===== config.mk =====
export PLATFORM = sky130hd
export DESIGN_NAME = compute_seq_ctrl_flat
export DESIGN_NICKNAME = d
export VERILOG_FILES = /design/src/rtl/compute_seq_ctrl_if.sv /design/src/rtl/compute_seq_ctrl.sv /design/src/flat_wrapper.sv
export SDC_FILE = /design/constraint.sdc
export NUM_CORES = 1
export LEC_CHECK = 0
export CAP_MARGIN = 10
export CORE_MARGIN = 2
export CORE_UTILIZATION = 58
export CTS_CLUSTER_SIZE = 12
export DETAILED_ROUTE_END_ITERATION = 10
export HOLD_SLACK_MARGIN = 0.15
export PLACE_DENSITY_LB_ADDON = 0.25
export RECOVER_POWER = 25
export SETUP_SLACK_MARGIN = 0.5
export SYNTH_ARGS = -nofsm -noshare
export SYNTH_HDL_FRONTEND = slang
export SYNTH_SLANG_ARGS = --single-unit

===== constraint.sdc =====
create_clock -name clk -period 6.24 [get_ports clk]
set_clock_uncertainty 0.05 [all_clocks]
set_input_delay 1.248 -clock clk [delete_from_list [all_inputs] [get_ports clk]]
set_output_delay 1.248 -clock clk [all_outputs]
set_load 0.01 [all_outputs]

===== src/rtl/compute_seq_ctrl_if.sv =====
// Command handshake between the command decoder (master) and compute_seq_ctrl (slave).
interface compute_seq_ctrl_if #(
  parameter int DATA_WIDTH = 16,
  parameter int TILE_W     = 8
);
  logic                  cmd_valid;
  logic                  cmd_ready;
  logic [DATA_WIDTH-1:0] cmd_num_row;
  logic [TILE_W-1:0]     cmd_num_tile;
  logic                  cmd_weight_fill;
  logic                  cmd_accum;

  modport master (
    output cmd_valid, cmd_num_row, cmd_num_tile, cmd_weight_fill, cmd_accum,
    input  cmd_ready
  );

  modport slave (
    input  cmd_valid, cmd_num_row, cmd_num_tile, cmd_weight_fill, cmd_accum,
    output cmd_ready
  );
endinterface


===== src/rtl/compute_seq_ctrl.sv =====
// Multi-tile compute sequencer: loads/prefetches weight tiles, starts input reads
// and generates accumulator write addresses for each tile of a command.
module compute_seq_ctrl #(
  parameter int DATA_WIDTH = 16,
  parameter int ACC_DEPTH  = 256,
  parameter int TILE_W     = 8,
  localparam int ACC_AW    = $clog2(ACC_DEPTH)
) (
  input  logic                  clk,
  input  logic                  rstn,
  compute_seq_ctrl_if.slave     cmd,
  input  logic                  fill_done,
  input  logic                  row_done,
  output logic                  fifo_out_ctrl_en,
  output logic                  mem_rd_ctrl_en,
  output logic                  accum_wr_en,
  output logic [ACC_AW-1:0]     accum_wr_addr,
  output logic                  accum_mode,
  output logic [DATA_WIDTH-1:0] num_row_out,
  output logic                  busy,
  output logic                  done
);

  typedef enum logic [1:0] {IDLE, W_FILL, COMPUTE, DONE} state_t;

  state_t            state, state_d;
  logic [TILE_W-1:0] num_tile, num_tile_d;
  logic [TILE_W-1:0] tile_cnt, tile_cnt_d;
  logic [ACC_AW-1:0] row_cnt, row_cnt_d;
  logic              accum_first, accum_first_d;
  logic              prefetch, prefetch_d;

  logic                  fifo_d, mem_rd_d, wr_en_d, mode_d, done_d;
  logic [ACC_AW-1:0]     addr_d;
  logic [DATA_WIDTH-1:0] num_row_d, clamp_row;
  logic [TILE_W:0]       tile_p1, tile_p2;
  logic                  last_tile, more_after_next, row_end;

  assign cmd.cmd_ready = (state == IDLE);

  assign clamp_row = (cmd.cmd_num_row > DATA_WIDTH'(ACC_DEPTH)) ?
                     DATA_WIDTH'(ACC_DEPTH) : cmd.cmd_num_row;

  // Tile arithmetic is one bit wider so num_tile at its maximum cannot overflow.
  assign tile_p1         = {1'b0, tile_cnt} + (TILE_W+1)'(1);
  assign tile_p2         = {1'b0, tile_cnt} + (TILE_W+1)'(2);
  assign last_tile       = (tile_p1 == {1'b0, num_tile});
  assign more_after_next = (tile_p2 < {1'b0, num_tile});
  assign row_end         = (DATA_WIDTH'(row_cnt) == num_row_out - DATA_WIDTH'(1));

  always_comb begin
    state_d       = state;
    num_tile_d    = num_tile;
    tile_cnt_d    = tile_cnt;
    row_cnt_d     = row_cnt;
    accum_first_d = accum_first;
    prefetch_d    = prefetch;
    num_row_d     = num_row_out;
    fifo_d        = 1'b0;
    mem_rd_d      = 1'b0;
    wr_en_d       = 1'b0;
    done_d        = 1'b0;
    addr_d        = accum_wr_addr;
    mode_d        = accum_mode;

    unique case (state)
      IDLE: begin
        if (cmd.cmd_valid) begin
          num_row_d     = clamp_row;
          num_tile_d    = cmd.cmd_num_tile;
          accum_first_d = cmd.cmd_accum;
          tile_cnt_d    = '0;
          row_cnt_d     = '0;
          prefetch_d    = 1'b0;
          if (clamp_row == '0 || cmd.cmd_num_tile == '0) begin
            state_d = DONE;
            done_d  = 1'b1;
          end else if (cmd.cmd_weight_fill) begin
            fifo_d  = 1'b1;
            state_d = W_FILL;
          end else begin
            mem_rd_d = 1'b1;
            fifo_d   = (cmd.cmd_num_tile > TILE_W'(1));
            state_d  = COMPUTE;
          end
        end
      end

      W_FILL: begin
        if (fill_done) begin
          mem_rd_d = 1'b1;
          fifo_d   = (tile_p1 < {1'b0, num_tile});
          state_d  = COMPUTE;
        end
      end

      COMPUTE: begin
        prefetch_d = prefetch | fill_done;
        if (row_done) begin
          wr_en_d = 1'b1;
          addr_d  = row_cnt;
          mode_d  = (tile_cnt == '0) ? accum_first : 1'b1;
          if (row_end) begin
            row_cnt_d = '0;
            if (last_tile) begin
              state_d = DONE;
              done_d  = 1'b1;
            end else if (prefetch || fill_done) begin
              prefetch_d = 1'b0;
              tile_cnt_d = tile_p1[TILE_W-1:0];
              mem_rd_d   = 1'b1;
              fifo_d     = more_after_next;
            end else begin
              // Next tile's FIFO request is already outstanding; just wait for it.
              tile_cnt_d = tile_p1[TILE_W-1:0];
              state_d    = W_FILL;
            end
          end else begin
            row_cnt_d = row_cnt + ACC_AW'(1);
          end
        end
      end

      DONE: state_d = IDLE;

      default: state_d = IDLE;
    endcase
  end

  always_ff @(posedge clk or negedge rstn) begin
    if (!rstn) begin
      state            <= IDLE;
      num_tile         <= '0;
      tile_cnt         <= '0;
      row_cnt          <= '0;
      accum_first      <= 1'b0;
      prefetch         <= 1'b0;
      fifo_out_ctrl_en <= 1'b0;
      mem_rd_ctrl_en   <= 1'b0;
      accum_wr_en      <= 1'b0;
      accum_wr_addr    <= '0;
      accum_mode       <= 1'b0;
      num_row_out      <= '0;
      busy             <= 1'b0;
      done             <= 1'b0;
    end else begin
      state            <= state_d;
      num_tile         <= num_tile_d;
      tile_cnt         <= tile_cnt_d;
      row_cnt          <= row_cnt_d;
      accum_first      <= accum_first_d;
      prefetch         <= prefetch_d;
      fifo_out_ctrl_en <= fifo_d;
      mem_rd_ctrl_en   <= mem_rd_d;
      accum_wr_en      <= wr_en_d;
      accum_wr_addr    <= addr_d;
      accum_mode       <= mode_d;
      num_row_out      <= num_row_d;
      busy             <= (state_d != IDLE);
      done             <= done_d;
    end
  end

endmodule


===== src/flat_wrapper.sv =====
// flat-port wrapper written by rule: the top's interface ports become plain ports
module compute_seq_ctrl_flat 
#(
  parameter int DATA_WIDTH = 16,
  parameter int ACC_DEPTH  = 256,
  parameter int TILE_W     = 8,
  localparam int ACC_AW    = $clog2(ACC_DEPTH)
)
  (clk, rstn, fill_done, row_done, fifo_out_ctrl_en, mem_rd_ctrl_en, accum_wr_en, accum_wr_addr, accum_mode, num_row_out, busy, done, cmd_cmd_valid, cmd_cmd_num_row, cmd_cmd_num_tile, cmd_cmd_weight_fill, cmd_cmd_accum, cmd_cmd_ready);
  compute_seq_ctrl_if #(.DATA_WIDTH(DATA_WIDTH), .TILE_W(TILE_W)) cmd_i ();
  input  logic clk;
  input  logic rstn;
  input  logic fill_done;
  input  logic row_done;
  output logic fifo_out_ctrl_en;
  output logic mem_rd_ctrl_en;
  output logic accum_wr_en;
  output logic [ACC_AW-1:0] accum_wr_addr;
  output logic accum_mode;
  output logic [DATA_WIDTH-1:0] num_row_out;
  output logic busy;
  output logic done;
  input wire logic [$bits(cmd_i.cmd_valid)-1:0] cmd_cmd_valid;
  input wire logic [$bits(cmd_i.cmd_num_row)-1:0] cmd_cmd_num_row;
  input wire logic [$bits(cmd_i.cmd_num_tile)-1:0] cmd_cmd_num_tile;
  input wire logic [$bits(cmd_i.cmd_weight_fill)-1:0] cmd_cmd_weight_fill;
  input wire logic [$bits(cmd_i.cmd_accum)-1:0] cmd_cmd_accum;
  output wire logic [$bits(cmd_i.cmd_ready)-1:0] cmd_cmd_ready;
  assign cmd_i.cmd_valid = cmd_cmd_valid;
  assign cmd_i.cmd_num_row = cmd_cmd_num_row;
  assign cmd_i.cmd_num_tile = cmd_cmd_num_tile;
  assign cmd_i.cmd_weight_fill = cmd_cmd_weight_fill;
  assign cmd_i.cmd_accum = cmd_cmd_accum;
  assign cmd_cmd_ready = cmd_i.cmd_ready;
  compute_seq_ctrl #(.DATA_WIDTH(DATA_WIDTH), .ACC_DEPTH(ACC_DEPTH), .TILE_W(TILE_W)) u_core (.clk(clk), .rstn(rstn), .cmd(cmd_i), .fill_done(fill_done), .row_done(row_done), .fifo_out_ctrl_en(fifo_out_ctrl_en), .mem_rd_ctrl_en(mem_rd_ctrl_en), .accum_wr_en(accum_wr_en), .accum_wr_addr(accum_wr_addr), .accum_mode(accum_mode), .num_row_out(num_row_out), .busy(busy), .done(done));
endmodule

==> results of run 1 <==
-- placed cells by master, fill, tap and decap left out, types with 4 or more instances in the layout --
cell type / count
and2_1: 9
or4_1: 5
a21oi_1: 7
nor2_1: 27
nand2_1: 48
dfrtp_1: 58
o21a_1: 4
xnor2_1: 16
ha_1: 21
mux2_2: 9
xor2_1: 4
inv_1: 20
a22o_1: 8
nand2b_1: 7
clkdlybuf4s50_1: 60
o21ai_0: 11
clkbuf_8: 10
nand4b_1: 5
a31oi_1: 5
nand3_1: 18
nand4_1: 9
and3_1: 5
nor3_1: 7
nor4_1: 6
a21o_1: 5
-- registers in the layout, indices dropped and copies added, names as in the netlist --
register                 cells
u_core.state                 2
u_core.accum_wr_addr         8
u_core.done                  1
u_core.busy                  1
u_core.mem_rd_ctrl_en        1
u_core.row_cnt               8
u_core.tile_cnt              8
u_core.num_row_out          16
u_core.accum_mode            1
u_core.accum_first           1
u_core.fifo_out_ctrl_en      1
u_core.num_tile              8
u_core.prefetch              1
u_core.accum_wr_en           1
-- routing by layer --
| metal | vias up | wire [µm] |
|---|---|---|
| met1 | 1514 | 3860 |
| met5 | - | 0 |
| li1 | 1520 | - |
| met3 | 15 | 589 |
| met4 | 0 | 127 |
| met2 | 138 | 3840 |
-- cell families (layout without fill, tap and decap cells) --
kind of cell | Yosys count | count (layout) | synth area share, %
flops | 58 | 58 | 40.2
mux | 11 | 11 | 3.36
fa+ha+maj | 21 | 21 | 7.28
compound gates | 73 | 73 | 15.2
buf+inv | 36 | 99 | 4.02
xor+xnor | 20 | 20 | 4.86
simple gates | 166 | 166 | 25.0
-- through the flow --
step                      hold slack [ns]  cell area (µm²)  util [%]  setup slack (ns)
after floorplan                     0.429             3610         -              3.17
after global placement              0.408             4250      71.4              2.67
after detailed placement            0.414             4250      71.4              2.56
after CTS                           0.429             4460      74.8              2.91
after global routing                0.466             4450      74.7              1.77
final                               0.427             4450      74.7              2.53
-- report_power, final --
group          leakage [µW]  switching, µW  total [µW]  internal [µW]
combinational       0.00118           75.2         162           86.9
clock             0.0000945            156         351            195
sequential         0.000763           41.6         447            405
-- area by class of cell --
type / instances / area [µm²] / area share [%]
clock inverters: 6 / 66.3 / 1.49
clock buffers: 10 / 138 / 3.09
repair buffers: 63 / 617 / 13.9
inverters: 20 / 75.1 / 1.69
flip-flops and latches: 58 / 1450 / 32.6
well taps: 75 / 93.8 / 2.11
multi-input cells: 291 / 2010 / 45.2
-- path summary, 6_finish.rpt --
check | to | depth (start not counted) | slack, ns | start
setup / recovery | u_core.num_row_out[4] | 2 | 2.53 | rstn
hold / removal | u_core.accum_wr_addr[2] | 2 | 0.43 | u_core.accum_wr_addr[2]
setup reg to reg | u_core.tile_cnt[7] | 11 | 3.05 | u_core.tile_cnt[3]
hold reg to reg | u_core.accum_wr_addr[2] | 2 | 0.43 | u_core.accum_wr_addr[2]
max in group clk | u_core.tile_cnt[7] | 6 | 2.85 | row_done
min in group asynchronous | u_core.accum_wr_addr[5] | 2 | 1.92 | rstn
==> flow_summary.toml, run 1 <==
[outcome]
status = "complete, but fails checks"
violations = "capacitance limit, slew limit"

[grt]
use_met3_pct = 5.57
grtUsageMet2_pct = 37.9
grt_pass1_wl_um = 14300
grt_pass1_vias = 2967
use_met1_pct = 36.7
grt_max_degree = 59
grt-ovfl-total = 0
top_usage_layer = "met2"
antenna_found_initial = 0
grt.total_usage_pct = 25.4

[final_layout]
drive_gt1_share_pct = 8.04
syn2layout_area_growth_pct = 23.4
nets = 495
fillers = 431
final-instance-count-excl-fill = 523
antenna_cells = 0

[worst_setup_path]
path_delay_family = "buffers and inverters"
critPathMaxStageDelay_ns = 2.09
cp_max_fo = 58
critical_path_class = "in2async"
end_kind = "async pin"
critPathBufInv = 2
startpoint_type = "input port"
cpMaxStageDelayCell = "clkbuf_1"
path_cells = "buf_2 -> clkbuf_1"
required_ns = 5.97
arrival_ns = 3.44

[timing]
finalHoldViolations = 0
fin_tns_setup_ns = 0
rsz0062_at_grt = "no"
worst_slew_pin_slew_ns = 2.97
final-setup-viol-count = 0
fmax_ghz = 0.270
finalCritPeriodShare_pct = 59.5
maxSlewHeadroom_pct = -98.1
maxSlewViolCount = 59
min_period_ns = 3.71

[routing]
viasPerCell = 6.09
drtPass1Iterations = 5
vias = 3187
drt-wirelength-per-cell_um = 16.1
drtIter0Drc = 264
totalWireLength_um = 8420
drc = 0
final_antenna_net_count = 0

[yosys]
synthArstFlopShare_pct = 100
netlist_top_cells_area = "dfrtp_1 40%, ha_1 7.3%, nand2_1 5.0%"
synth-edff-count = 0
ys_ff_latch = 58
synthMostInstantiatedCell = "dfrtp_1"
synthesis.instances = 385
syn_nets = 437
netlist.area_leader.share_pct = 40.2
post_synth.cell_area_avg_um2 = 9.37
ys.flop_type = "dfrtp_1"
synth_area_leader_cell = "dfrtp_1"
yosysSeqAreaShare_pct = 40.2
ys_warn_count = 0
yosys.cell_types.count = 64
yosys-top-cells-count = "58 x dfrtp_1, 48 x nand2_1, 27 x nor2_1"
syn_area_um2 = 3610

[cts]
clockBufferDepth = 2
cts_root_buffer = "clkbuf_8"
htreeDepth = 3
tritoncts = "yes"
cts_sinks = 58
insertion_delay_ns = 0.34
cts_setup_buffers = 0
clk_pin_slew_ns = 0.07
hold_buffers = 0
cts_resized = 0
cts_buffers = 9

[run]
cap_violations = 1

[floorplan]
die_w_um = 82.9
dieArea_um2 = 6870
core_area_um2 = 5960
die_y_um = 82.9
initial_utilization_pct = 60.6
rows = 28
ioPinCount = 62

[worst_hold_path]
hp-class = "reg2reg"

[power]
power.density_nw_per_um2 = 215
finalPower_uw = 959
max-vdd-ir-drop_mv = 0.190
total_leakage_power_uw = 0.00204

[placed_design]
placed_cells = 507
hpwl_um = 6120
place_congestion = 0.872
port_buffers = 61
No activity file was read; power rests on OpenSTA's default activity.
==> run 2, diff against run 1 <==
--- a/config.mk
+++ b/config.mk
@@ -7,7 +7,7 @@
 export LEC_CHECK = 0
 export CAP_MARGIN = 10
 export CORE_MARGIN = 2
-export CORE_UTILIZATION = 58
+export CORE_UTILIZATION = 48
 export CTS_CLUSTER_SIZE = 12
 export DETAILED_ROUTE_END_ITERATION = 10
 export HOLD_SLACK_MARGIN = 0.15
==> constraint.sdc (replaced) <==
create_clock -name clk -period 3.35 [get_ports clk]
set_clock_uncertainty 0.05 [all_clocks]
set_input_delay 0.67 -clock clk [delete_from_list [all_inputs] [get_ports clk]]
set_output_delay 0.67 -clock clk [all_outputs]
set_load 0.01 [all_outputs]
==> run 2 against run 1 <==
Effect of this change: the run now ends clean; cell count grew 7.8%; via count up 2.2%; global-route usage is 3.0 points lower; critical path type is now reg2reg; sequential cell count stayed put; largest cell class unchanged; sequential power up 85%; die area rose by 20%; first-iteration DRC count decreased by 42%; clock-buffer cell count up 3.
==> flow_summary.toml, run 2 (synthesis gave the netlist of run 1 again) <==
[outcome]
status = "complete, no violations"

[timing]
worst_slew_pin_slew_ns = 1.34
finalCritPeriodShare_pct = 81.6
fmax_ghz = 0.366
maxSlewViolCount = 0
fin_hold_ws_ns = 0.421
final-setup-viol-count = 0
fin_tns_setup_ns = 0
rsz0062_at_grt = "no"
finalHoldViolations = 0
fin_ws_ns = 0.616
maxSlewHeadroom_pct = 10.8
min_period_ns = 2.73

[grt]
grt_pass1_vias = 3083
antenna_found_initial = 0
grt_pass1_wl_um = 14800
grt_max_degree = 51
grt-ovfl-total = 0
grt.total_usage_pct = 22.4

[routing]
met2_wirelength_um = 4140
drc = 0
wl_met1_um = 4160
route.met3.wl_um = 596
top_layer = "met4"
drtPass1Iterations = 5
totalWireLength_um = 9030
drt-wirelength-per-cell_um = 16.0
vias = 3258
final_antenna_net_count = 0
drtIter0Drc = 152
viasPerCell = 5.78

[cts]
cts_buffers = 9
htreeDepth = 3
hold_buffers = 0
cts_root_buffer = "clkbuf_8"
cts_sinks = 58
insertion_delay_ns = 0.34
tritoncts = "yes"
clockBufferDepth = 2
clk_pin_slew_ns = 0.06

[worst_setup_path]
crit_cells = 9
cp_max_fo = 8
path_delay_family = "simple AND/OR/NAND/NOR gates"
reg2reg_depth = 9
critPathMaxStageDelay_ns = 0.53
startpoint_type = "flop"
reg2reg_from = "u_core.num_row_out[0]"
critical_path_class = "reg2reg"
arrival_ns = 2.89
path_cells = "inv_1 -> ha_4 -> or4b_4 -> o32a_1 -> and2_1 -> nor4b_4 -> buf_4 -> a21o_1 -> nand4_1"
critPathBufInv = 2
rrSetupSlack_ns = 0.62
cpMaxStageDelayCell = "or4b_4"
required_ns = 3.51
end_kind = "flop"
r2r-end = "u_core.busy"

[floorplan]
die_w_um = 90.7
dieArea_um2 = 8220
initial_utilization_pct = 49.7
die_y_um = 90.7
ioPinCount = 62
rows = 31
core_area_um2 = 7250

[power]
power.density_nw_per_um2 = 387
p_sw_share_pct = 27.5
intPower_uw = 1330
total_leakage_power_uw = 0.00214
max-vdd-ir-drop_mv = 0.180
p_switching_uw = 504
combPwrFrac_pct = 18.2
p_clk_share_pct = 36.5
p_seq_share_pct = 45.3

[worst_hold_path]
hold_depth = 2
hp-class = "reg2reg"
holdPathEnd = "u_core.accum_wr_addr[1]"
min_from = "u_core.accum_wr_addr[1]"

[final_layout]
nets = 513
regMostFlops = "u_core.num_row_out"
syn2layout_area_growth_pct = 31.3
largest_reg_flops = 16
regArea_um2 = 1460
final_common_cell = "clkdlybuf4s50_1"
finish.utilization_pct = 65.3
drive_gt1_share_pct = 14.8
multi_input_area_um2 = 2110
fillers = 623
antenna_cells = 0
final_cell_mix = "60 x clkdlybuf4s50_1, 54 x dfrtp_1, 48 x nand2_1, 27 x nor2_1, 20 x inv_1"

[placed_design]
port_buffers = 61
hpwl_um = 6670
place_congestion = 0.962
pre_cts_ws_ns = 0.336

[run]
cap_violations = 0
[run 2: cell types whose count changed in the layout (fill, tap and decap cells not counted), moves of 3 or more]
cell / delta
buf_4: +18
dfrtp_1: -4
dfrtp_2: +4
clkinvlp_4: -3
ha_1: -3
[run 2: how the worst max path moves through the flow]
stage                           from                  to
5_1_grt        u_core.num_row_out[0]  u_core.tile_cnt[5]
2_1_floorplan  u_core.num_row_out[0]  u_core.tile_cnt[4]
4_1_cts        u_core.num_row_out[0]  u_core.tile_cnt[5]
3_3_place_gp   u_core.num_row_out[0]  u_core.tile_cnt[5]
3_5_place_dp      u_core.tile_cnt[5]  u_core.tile_cnt[7]
6_report       u_core.num_row_out[0]         u_core.busy
[run 2: area by class of cell]
type,count,area share [%]
clock buffer,13,3.57
clock inverter,2,0.740
inverter,20,1.59
multi-input combinational,291,44.5
sequential,58,30.8
tap,99,2.62
timing repair buffer,81,16.2
[run 2: metrics by stage]
stage / std cells / total power, µW / cell area (µm²)
CTS: 556 / 1810 / 4570
detailed placement: 538 / 1140 / 4330
global placement: 538 / 1130 / 4330
floorplan: 385 / 995 / 3610
finish: 564 / 1830 / 4740
global route: 564 / 1920 / 4740
[run 2: layer usage]
metal  track usage [%]  up-vias
met1              31.0     1568
li1                  -     1549
met3              4.26       15
met4              8.46        0
met5                 0        -
met2              34.8      126
[run 2: timing repair]
action,in CTS,in global routing
pin swaps,4,5
gates resized for setup,4,19
setup buffers,3,7
endpoints found under the setup margin,11,21
[run 2: worst reg2reg max path, cell delays in order, from the launching register on]
cell	delay, ns
dfrtp_2	0.43
inv_1	0.10
ha_4	0.17
or4b_4	0.53
o32a_1	0.39
and2_1	0.20
nor4b_4	0.35
buf_4	0.17
a21o_1	0.12
nand4_1	0.10
[run 2: power groups by stage]
stage	Combinational, µW	Sequential [µW]	Clock, µW
after floorplan	179	816	0
after global placement	291	836	0
after detailed placement	304	840	0
after CTS	307	827	677
after global routing	374	839	708
final	334	829	668
